==> src/rtl/imem_loader_pkg.sv <==
// Shared definitions for the instruction-memory loader: FSM encoding, byte/word geometry
// and the default memory depth used by the instruction memory itself.
package imem_loader_pkg;

    typedef enum logic [1:0] {
        ST_IDLE  = 2'd0,
        ST_LOAD  = 2'd1,
        ST_WRITE = 2'd2,
        ST_DONE  = 2'd3
    } state_t;

    localparam int WORD_BYTES = 4;
    localparam int BYTE_W     = 8;
    localparam int WORD_W     = WORD_BYTES * BYTE_W;
    localparam int BCNT_W     = $clog2(WORD_BYTES);
    localparam int IMEM_DEPTH = 64;

    // Byte address of a word slot: the memory indexes by A[31:2].
    function automatic logic [31:0] word_addr(input logic [31:0] base, input logic [31:0] idx);
        return base + {idx[29:0], 2'b00};
    endfunction

endpackage

==> src/rtl/imem_loader_packer.sv <==
// Little-endian byte-to-word packer: tracks the byte position and exposes the word as it
// will look once the offered byte is merged, so the completed word can be captured directly.
module word_packer
    import imem_loader_pkg::*;
(
    input  logic              clk,
    input  logic              rst_n,
    input  logic              clr,
    input  logic              shift_en,
    input  logic [BYTE_W-1:0] byte_in,
    output logic [WORD_W-1:0] word_next,
    output logic              full
);

    logic [BCNT_W-1:0] byte_cnt_r;
    logic [WORD_W-1:0] word_r;

    assign full = (byte_cnt_r == BCNT_W'(WORD_BYTES - 1));

    // Merge the offered byte into its lane of the partially assembled word.
    always_comb begin
        word_next = word_r;
        word_next[BYTE_W*byte_cnt_r +: BYTE_W] = byte_in;
    end

    // Byte counter wraps to zero after the last lane, ready for the next word.
    always_ff @(posedge clk or negedge rst_n) begin
        if (!rst_n) begin
            byte_cnt_r <= '0;
            word_r     <= '0;
        end else if (clr) begin
            byte_cnt_r <= '0;
            word_r     <= '0;
        end else if (shift_en) begin
            byte_cnt_r <= byte_cnt_r + BCNT_W'(1'b1);
            word_r     <= word_next;
        end
    end

endmodule

==> src/rtl/imem_loader.sv <==
// Streams a byte image into the instruction memory one 32-bit word at a time and keeps
// the core held in reset until the image has been written.
module imem_loader
    import imem_loader_pkg::*;
#(
    parameter int          DEPTH     = IMEM_DEPTH,
    parameter logic [31:0] BASE_ADDR = 32'h0000_0000
) (
    input  logic                     clk,
    input  logic                     rst_n,
    input  logic                     start,
    input  logic                     in_valid,
    input  logic [7:0]               in_data,
    input  logic                     in_last,
    output logic                     in_ready,
    output logic                     wr_en,
    output logic [31:0]              wr_addr,
    output logic [31:0]              wr_data,
    output logic                     cpu_hold,
    output logic                     done,
    output logic                     err,
    output logic [$clog2(DEPTH):0]   word_count
);

    localparam int IDX_W = $clog2(DEPTH);
    localparam int CNT_W = IDX_W + 1;

    state_t              state_r;
    state_t              next_state_s;
    logic                xfer_s;
    logic                clr_s;
    logic                err_set_s;
    logic                last_r;
    logic                full_s;
    logic                mem_full_s;
    logic [WORD_W-1:0]   word_next_s;
    logic [IDX_W-1:0]    word_idx_r;

    assign xfer_s     = in_valid && (state_r == ST_LOAD);
    assign mem_full_s = (({1'b0, word_idx_r} + CNT_W'(1'b1)) == CNT_W'(DEPTH));

    word_packer u_packer (
        .clk       (clk),
        .rst_n     (rst_n),
        .clr       (clr_s),
        .shift_en  (xfer_s),
        .byte_in   (in_data),
        .word_next (word_next_s),
        .full      (full_s)
    );

    // FSM state register.
    always_ff @(posedge clk or negedge rst_n) begin
        if (!rst_n) begin
            state_r <= ST_IDLE;
        end else begin
            state_r <= next_state_s;
        end
    end

    // Next-state logic plus the load-clear and error-set strobes.
    always_comb begin
        next_state_s = state_r;
        clr_s        = 1'b0;
        err_set_s    = 1'b0;
        case (state_r)
            ST_IDLE, ST_DONE: begin
                if (start) begin
                    next_state_s = ST_LOAD;
                    clr_s        = 1'b1;
                end else begin
                    next_state_s = state_r;
                end
            end
            ST_LOAD: begin
                if (xfer_s && full_s) begin
                    next_state_s = ST_WRITE;
                end else if (xfer_s && in_last) begin
                    next_state_s = ST_DONE;
                    err_set_s    = 1'b1;
                end else begin
                    next_state_s = ST_LOAD;
                end
            end
            ST_WRITE: begin
                if (last_r) begin
                    next_state_s = ST_DONE;
                end else if (mem_full_s) begin
                    next_state_s = ST_DONE;
                    err_set_s    = 1'b1;
                end else begin
                    next_state_s = ST_LOAD;
                end
            end
            default: begin
                next_state_s = ST_IDLE;
            end
        endcase
    end

    // Status outputs are decoded from the next state so they line up with the state register.
    always_ff @(posedge clk or negedge rst_n) begin
        if (!rst_n) begin
            in_ready <= 1'b0;
            cpu_hold <= 1'b0;
            done     <= 1'b0;
            wr_en    <= 1'b0;
        end else begin
            in_ready <= (next_state_s == ST_LOAD);
            cpu_hold <= (next_state_s == ST_LOAD) || (next_state_s == ST_WRITE);
            done     <= (next_state_s == ST_DONE);
            wr_en    <= (next_state_s == ST_WRITE);
        end
    end

    // Word capture, address generation and load bookkeeping; the word index saturates.
    always_ff @(posedge clk or negedge rst_n) begin
        if (!rst_n) begin
            wr_addr    <= 32'h0000_0000;
            wr_data    <= 32'h0000_0000;
            word_idx_r <= '0;
            word_count <= '0;
            err        <= 1'b0;
            last_r     <= 1'b0;
        end else if (clr_s) begin
            word_idx_r <= '0;
            word_count <= '0;
            err        <= 1'b0;
            last_r     <= 1'b0;
        end else begin
            if (xfer_s && full_s) begin
                wr_addr <= word_addr(BASE_ADDR, 32'(word_idx_r));
                wr_data <= word_next_s;
                last_r  <= in_last;
            end
            if (state_r == ST_WRITE) begin
                word_count <= word_count + CNT_W'(1'b1);
                if (!mem_full_s) begin
                    word_idx_r <= word_idx_r + IDX_W'(1'b1);
                end
            end
            if (err_set_s) begin
                err <= 1'b1;
            end
        end
    end

endmodule

==> config.mk <==
export PLATFORM = sky130hd
export DESIGN_NAME = imem_loader
export DESIGN_NICKNAME = d
export VERILOG_FILES = /design/src/rtl/imem_loader_pkg.sv /design/src/rtl/imem_loader_packer.sv /design/src/rtl/imem_loader.sv
export SDC_FILE = /design/constraint.sdc
export NUM_CORES = 1
export LEC_CHECK = 0
export BUFFER_PORTS_ARGS = -buffer_cell sky130_fd_sc_hd__buf_2
export CAP_MARGIN = 20
export CORE_MARGIN = 4
export CORE_UTILIZATION = 45
export DETAILED_ROUTE_END_ITERATION = 10
export PLACE_DENSITY = 0.64
export SLEW_MARGIN = 5
export SYNTH_ARGS = -nofsm -noshare
export SYNTH_HDL_FRONTEND = slang
export SYNTH_HIERARCHICAL = 1
export SYNTH_SLANG_ARGS = --single-unit
==> constraint.sdc <==
create_clock -name clk -period 5 [get_ports clk]
set_input_delay 0 -clock clk [delete_from_list [all_inputs] [get_ports clk]]
set_output_delay 0 -clock clk [all_outputs]
set_load 0.02 [all_outputs]
# After elaboration in Yosys (flattened, before gate mapping)
# Cells that the tools add are included.
[totals]
reg_bits = 93
in_bits = 13
out_inout_bits = 76
word_cells = 69
[op_classes]
addsub = 5
n_eq_ne = 9
shifts = 2
muxes = 27
n_bitwise = 1
reduce_logical = 12
[ops]
columns = ["cell", "count"]
rows = [
  ["32-bit 2-to-1 mux", 2],
  ["5-bit negation with 34-bit output", 1],
  ["8-bit by 34-bit variable shift with 32-bit output, first input constant", 1],
  ["8-bit by 34-bit indexed part select with 32-bit output", 1],
  ["32-bit bitwise mux", 1],
  ["6-bit 2-to-1 mux", 3],
  ["2-bit 2-to-1 mux", 7],
  ["7-bit 2-to-1 mux", 2],
  ["2-bit == test, second input constant", 5],
  ["1-bit 2-to-1 mux", 10],
  ["2-bit nonzero test", 4],
  ["6-bit by 1-bit adder with 7-bit output, second input constant", 1],
  ["7-bit by 1-bit adder with 7-bit output, second input constant", 1],
  ["7-bit == test, second input constant", 1],
  ["6-bit by 1-bit adder with 6-bit output, second input constant", 1],
  ["2-bit one-hot mux with 3 select lines", 1],
  ["2-bit by 1-bit == test with 1-bit output, second input constant", 2],
  ["2-bit AND reduction", 2],
  ["1-bit logical AND", 3],
  ["2-bit by 1-bit adder with 2-bit output, second input constant", 1],
  ["2-bit zero test", 1],
  ["2-bit inequality test, second input constant", 1],
  ["1-bit one-hot mux with 2 select lines", 1],
  ["2-bit OR reduction", 1],
  ["2 further kinds", 2],
]

# Depth between registers and ports, before layout
[depth]
ltp_word = 8
depth_mapped = 10
depth_no_buf = 7

# Hierarchy
# The synthesis kept the hierarchy.
[modules_own_cells]
columns = ["mod", "n_inst", "cells_per_inst", "area_per_inst_um2", "seq_area_each_um2"]
rows = [
  ["imem_loader", 1, 208, 2788.9, 1476.4],
  ["word_packer", 1, 234, 2057.0, 850.8],
]

# Worst setup path before layout
# OpenSTA, ideal clock, no wires.
[synth_path]
path_type = "reg-to-reg"
start = "reg u_packer.byte_cnt_r[0]"
end = "reg wr_data[15]"
setup_ns = 0.125
arrival_time_ns = 2.022
required_time_ns = 4.875
setup_slack_ns = 2.853
stages_incl_launch_ff = 10
n_path_buf = 3
synth_period_minus_slack_ns = 2.147
cell_sequence = "dfrtp_1 > buf_4 > inv_1 > ha_1 > and4bb_1 > buf_6 > and2_4 > buf_6 > a22o_1 > mux2_4"
[synth_via]
elab_chain_len = 3
word_cells_on_any_way = 7
classes_between = "1 x add/sub; 1 x eq/ne; 2 x shift; 1 x mux; 2 x reduce/logical"
[synth_rtl]
columns = ["element", "line", "rtl"]
rows = [
  ["start: declaration", "imem_loader_packer.sv:15", "logic [BCNT_W-1:0] byte_cnt_r;"],
  ["start signal: assignment", "imem_loader_packer.sv:35", "byte_cnt_r <= byte_cnt_r + BCNT_W'(1'b1);"],
  ["5-bit negation with 34-bit output *", "imem_loader_packer.sv:23", "word_next[BYTE_W*byte_cnt_r +: BYTE_W] = byte_in;"],
  ["8-bit by 34-bit indexed part select with 32-bit output / 8-bit by 34-bit variable shift with 32-bit output (equally long branches)", "imem_loader_packer.sv:23", ""],
  ["32-bit bitwise mux *", "imem_loader_packer.sv:23", ""],
  ["via word_next_s[15]", "imem_loader.sv:36", "logic [WORD_W-1:0] word_next_s;"],
  ["end signal: assignment", "imem_loader.sv:133", "wr_data <= word_next_s;"],
  ["end: declaration", "imem_loader.sv:18", "output logic [31:0] wr_data,"],
]
# The timed path passes the listed nets; every way through them passes the cells marked *.
# A chain may end at the register's enable or synchronous reset.

# Worst setup path in the final report
[layout_path]
start = "reg state_r[0]"
end = "reg wr_data[3]"
[layout_via]
elab_chain_len = 5
word_cells_on_any_way = 9
classes_between = "2 x eq/ne; 1 x mux; 1 x bitwise; 5 x reduce/logical"
[layout_rtl]
columns = ["element", "line", "rtl"]
rows = [
  ["start: declaration", "imem_loader.sv:28", "state_t state_r;"],
  ["start signal: assignment", "imem_loader.sv:57", "state_r <= next_state_s;"],
  ["2-bit == test / 2-bit zero test (equally long branches)", "imem_loader.sv:66", "case (state_r)"],
  ["2-bit OR reduction", "imem_loader.sv:66", ""],
  ["1-bit 2-to-1 mux", "imem_loader.sv:66", ""],
  ["1-bit NOT (no source line)", "--", ""],
  ["2-bit AND reduction (no source line) *", "--", ""],
]
# Every way passes the cells marked *; elsewhere a longest branch is shown, timed or not.

==> metrics.csv <==
stage,metric,value,unit
setup_path,critical path capture point type,register,
synthesis,synthesis-stage register bit count,93,
synthesis,"Async S/R FF share, synth",100,%
synthesis,mux contribution to synthesized area,11.2,%
die,Die H,112,µm
route,Total Wirelength,10300,µm
status,status,finished clean,
global_routing,first-pass GRT wire length,16700,µm
sta,Setup TNS,0,ns
power,Pwr Total,2.54,mW
sta,"Hold Vio Cnt, Final",0,
clocking,clock buffer depth,2,
final_layout,Final Core Density,51.4,%
placement,DP Worst Slack,2.20,ns
final_layout,nets@finish,519,
clocking,TritonCTS Buffers,9,
synthesis,Post-synth EDFFs,0,
route,drt first pass iters,4,
synthesis,Synth cell types,54,
clocking,clk sinks,93,
sta,"Slew Viols, Final",0,
clocking,CTS Root Cell,clkbuf_8,
synthesis,synthesized area,0.00485,mm²
sta,Setup-failing EPs final,0,
synthesis,synth warn,6,
setup_path,"Data arrival, critical path",3.03,ns
power,pwr dens,475,mW/mm²
die,full die area,0.0125,mm²
synthesis,"Primary FF master, synth",dfrtp_1,
sta,Slew HR,35.3,%
route,1st-iter DRT viols,215,
sta,unrepaired setup endpoints after global routing,false,
final_layout,share of layout cells above drive strength 1,25.5,%
synthesis,Synth Area in XOR/XNOR,0.904,%
final_layout,Area Growth Syn to Fin,10.5,%
die,Starting Density,46.5,%
run,Max Cap Viol,0,
synthesis,Synth Area in Adders,3.36,%
die,cell row count,37,
synthesis,Mapped Avg Cell Area,11.0,µm²
placement,HPWL after detailed placement,6650,µm
synthesis,cells after synthesis,442,
sta,Final WS setup,2.23,ns
clocking,postcts setup bufs,0,
route,via count,3427,
sta,period utilization,55.3,%
die,width of the die,112,µm
placement,Port Buffers,62,
global_routing,vias in the first global route,3419,
sta,final worst path period need,2.77,ns
sta,fmax,362,MHz
setup_path,Setup crit start kind,register,
global_routing,largest net degree at the start of global routing,77,
route,vias per inst,5.41,
synthesis,post-synthesis simple-gate area fraction,14.6,%
final_layout,ANT cells,0,
route,Routed Antenna Nets,0,
power,Leak Pwr,2.59,nW
min_path,HP Class,input pin to async pin,
route,WL/cell,16.2,µm
clocking,Clock Latency Late Sink,0.38,ns
synthesis,post-synthesis sequential area ratio,48.0,%
global_routing,Overall Global Routing Usage,16.4,%
global_routing,GRT overflow,0,
setup_path,"critical path fanouts, max",47,
global_routing,initial antenna violation count,0,
clocking,clock-pin slew on the worst setup and hold paths,0.09,ns
setup_path,"reg-to-reg slack, setup",2.23,ns
die,Ports,89,
clocking,H-tree Lvls,3,
clocking,CTS tree,built,
final_layout,"most common cell after layout, fill and taps aside",dfrtp_1,
synthesis,main combinational cell family by area after synthesis,simple AND/OR/NAND/NOR gates,
route,DRC Markers,0,
sta,Clock Skew,0.0115,ns
setup_path,Critical Path RT,5.27,ns
synthesis,Synth Area in Compound Gates,11.6,%
power,Peak supply drop,0.306,mV
final_layout,most frequent cells in the layout,"93 x dfrtp_1, 61 x buf_2, 52 x nand2_1",
sta,Worst-Margin Slew,0.970,ns
die,Core Area,0.0104,mm²
setup_path,critical path class,register to register,
placement,Final GP Congestion,0.759,
==> cells in the mapped netlist (4+ instances only) <==
master | n | area share (%)
inv_1 | 15 | 1.2
nor2_1 | 10 | 0.77
clkbuf_2 | 7 | 0.72
and2_1 | 4 | 0.52
mux2i_1 | 4 | 0.83
mux2_4 | 20 | 6.2
a21oi_1 | 36 | 3.7
mux2_2 | 18 | 4.2
ha_1 | 13 | 3.4
o22ai_1 | 7 | 0.90
clkbuf_1 | 9 | 0.70
buf_6 | 4 | 0.93
nand4b_1 | 6 | 1.1
o21ai_0 | 7 | 0.72
buf_2 | 6 | 0.62
dfrtp_1 | 93 | 48
nand2_1 | 52 | 4.0
buf_4 | 29 | 4.5
nand4_1 | 26 | 3.4
a22o_1 | 23 | 4.2
==> kinds of logic after synthesis <==
logic type | Yosys count
and+or+nand+nor | 124
adders and majority gates | 13
xor gates and xnor gates | 5
muxes | 42
AOI/OAI and AO/OA | 86
DFF | 93
other | 1
buffers and inverters | 78
==> worst paths after layout <==
path / from / endpoint / cells after the start
min in group clk: in_valid / last_r / 4
max reg2reg: state_r[0] / wr_data[3] / 7
max in group asynchronous: rst_n / u_packer/word_r[13] / 3
max: state_r[0] / wr_data[3] / 7
min reg2reg: wr_data[27] / wr_data[27] / 1
min: rst_n / wr_data[18] / 2
==> state kept, by name (all words and copies together) (netlist names) <==
register             count
u_packer/word_r         32
u_packer/byte_cnt_r      2
err                      1
in_ready                 1
done                     1
last_r                   1
wr_addr                  6
word_idx_r               6
state_r                  2
wr_en                    1
cpu_hold                 1
wr_data                 32
word_count               7
==> per-layer routing <==
| layer | up-vias | track usage (%) | part of all wire, % | routed length [µm] |
|---|---|---|---|---|
| met2 | 106 | 25.8 | 47 | 4890 |
| met3 | 13 | 5.60 | 6.2 | 640 |
| met4 | 0 | 4.95 | 1.3 | 129 |
| met5 | - | 0 | 0 | 0 |
| li1 | 1609 | - | - | - |
| met1 | 1699 | 21.5 | 45 | 4630 |
==> critical path, cell delays in order (launching register included) <==
cell     delay [ns]
dfrtp_1        0.38
inv_1          0.06
ha_1           0.42
nand2_4        0.17
inv_4          0.19
nor2_4         0.60
buf_4          0.43
mux2_2         0.38
==> metrics by stage <==
step | hold slack [ns] | instances | cell area (µm²)
detailed placement | -0.118 | 607 | 5020
global route | 0.0246 | 634 | 5350
floorplan | -0.296 | 467 | 4940
global placement | -0.122 | 607 | 5020
CTS | 0.0133 | 634 | 5350
finish | 0.0265 | 634 | 5350
==> timing repair <==
item / 4_1_cts / 5_1_grt
resized for setup: 0 / 0
hold buffers: 11 / 0
hold endpoints to repair: 44 / 0
endpoints found under the setup margin: 0 / 0
==> where the power goes <==
group	switching [mW]	total (mW)	internal (mW)	leakage (nW)
clock network	0.264	0.571	0.308	0.116
logic	0.628	0.974	0.346	1.20
registers	0.0979	0.995	0.897	1.28
==> area by class of cell <==
class	instances	area, µm²
repair buffers	76	445
clock inverters	4	70.1
multi-input cells	296	2120
inverters	17	66.3
flip-flops and latches	93	2330
clock buffers	12	155
well taps	136	170
fillers	956	5060
No activity file was read; power rests on OpenSTA's default activity.
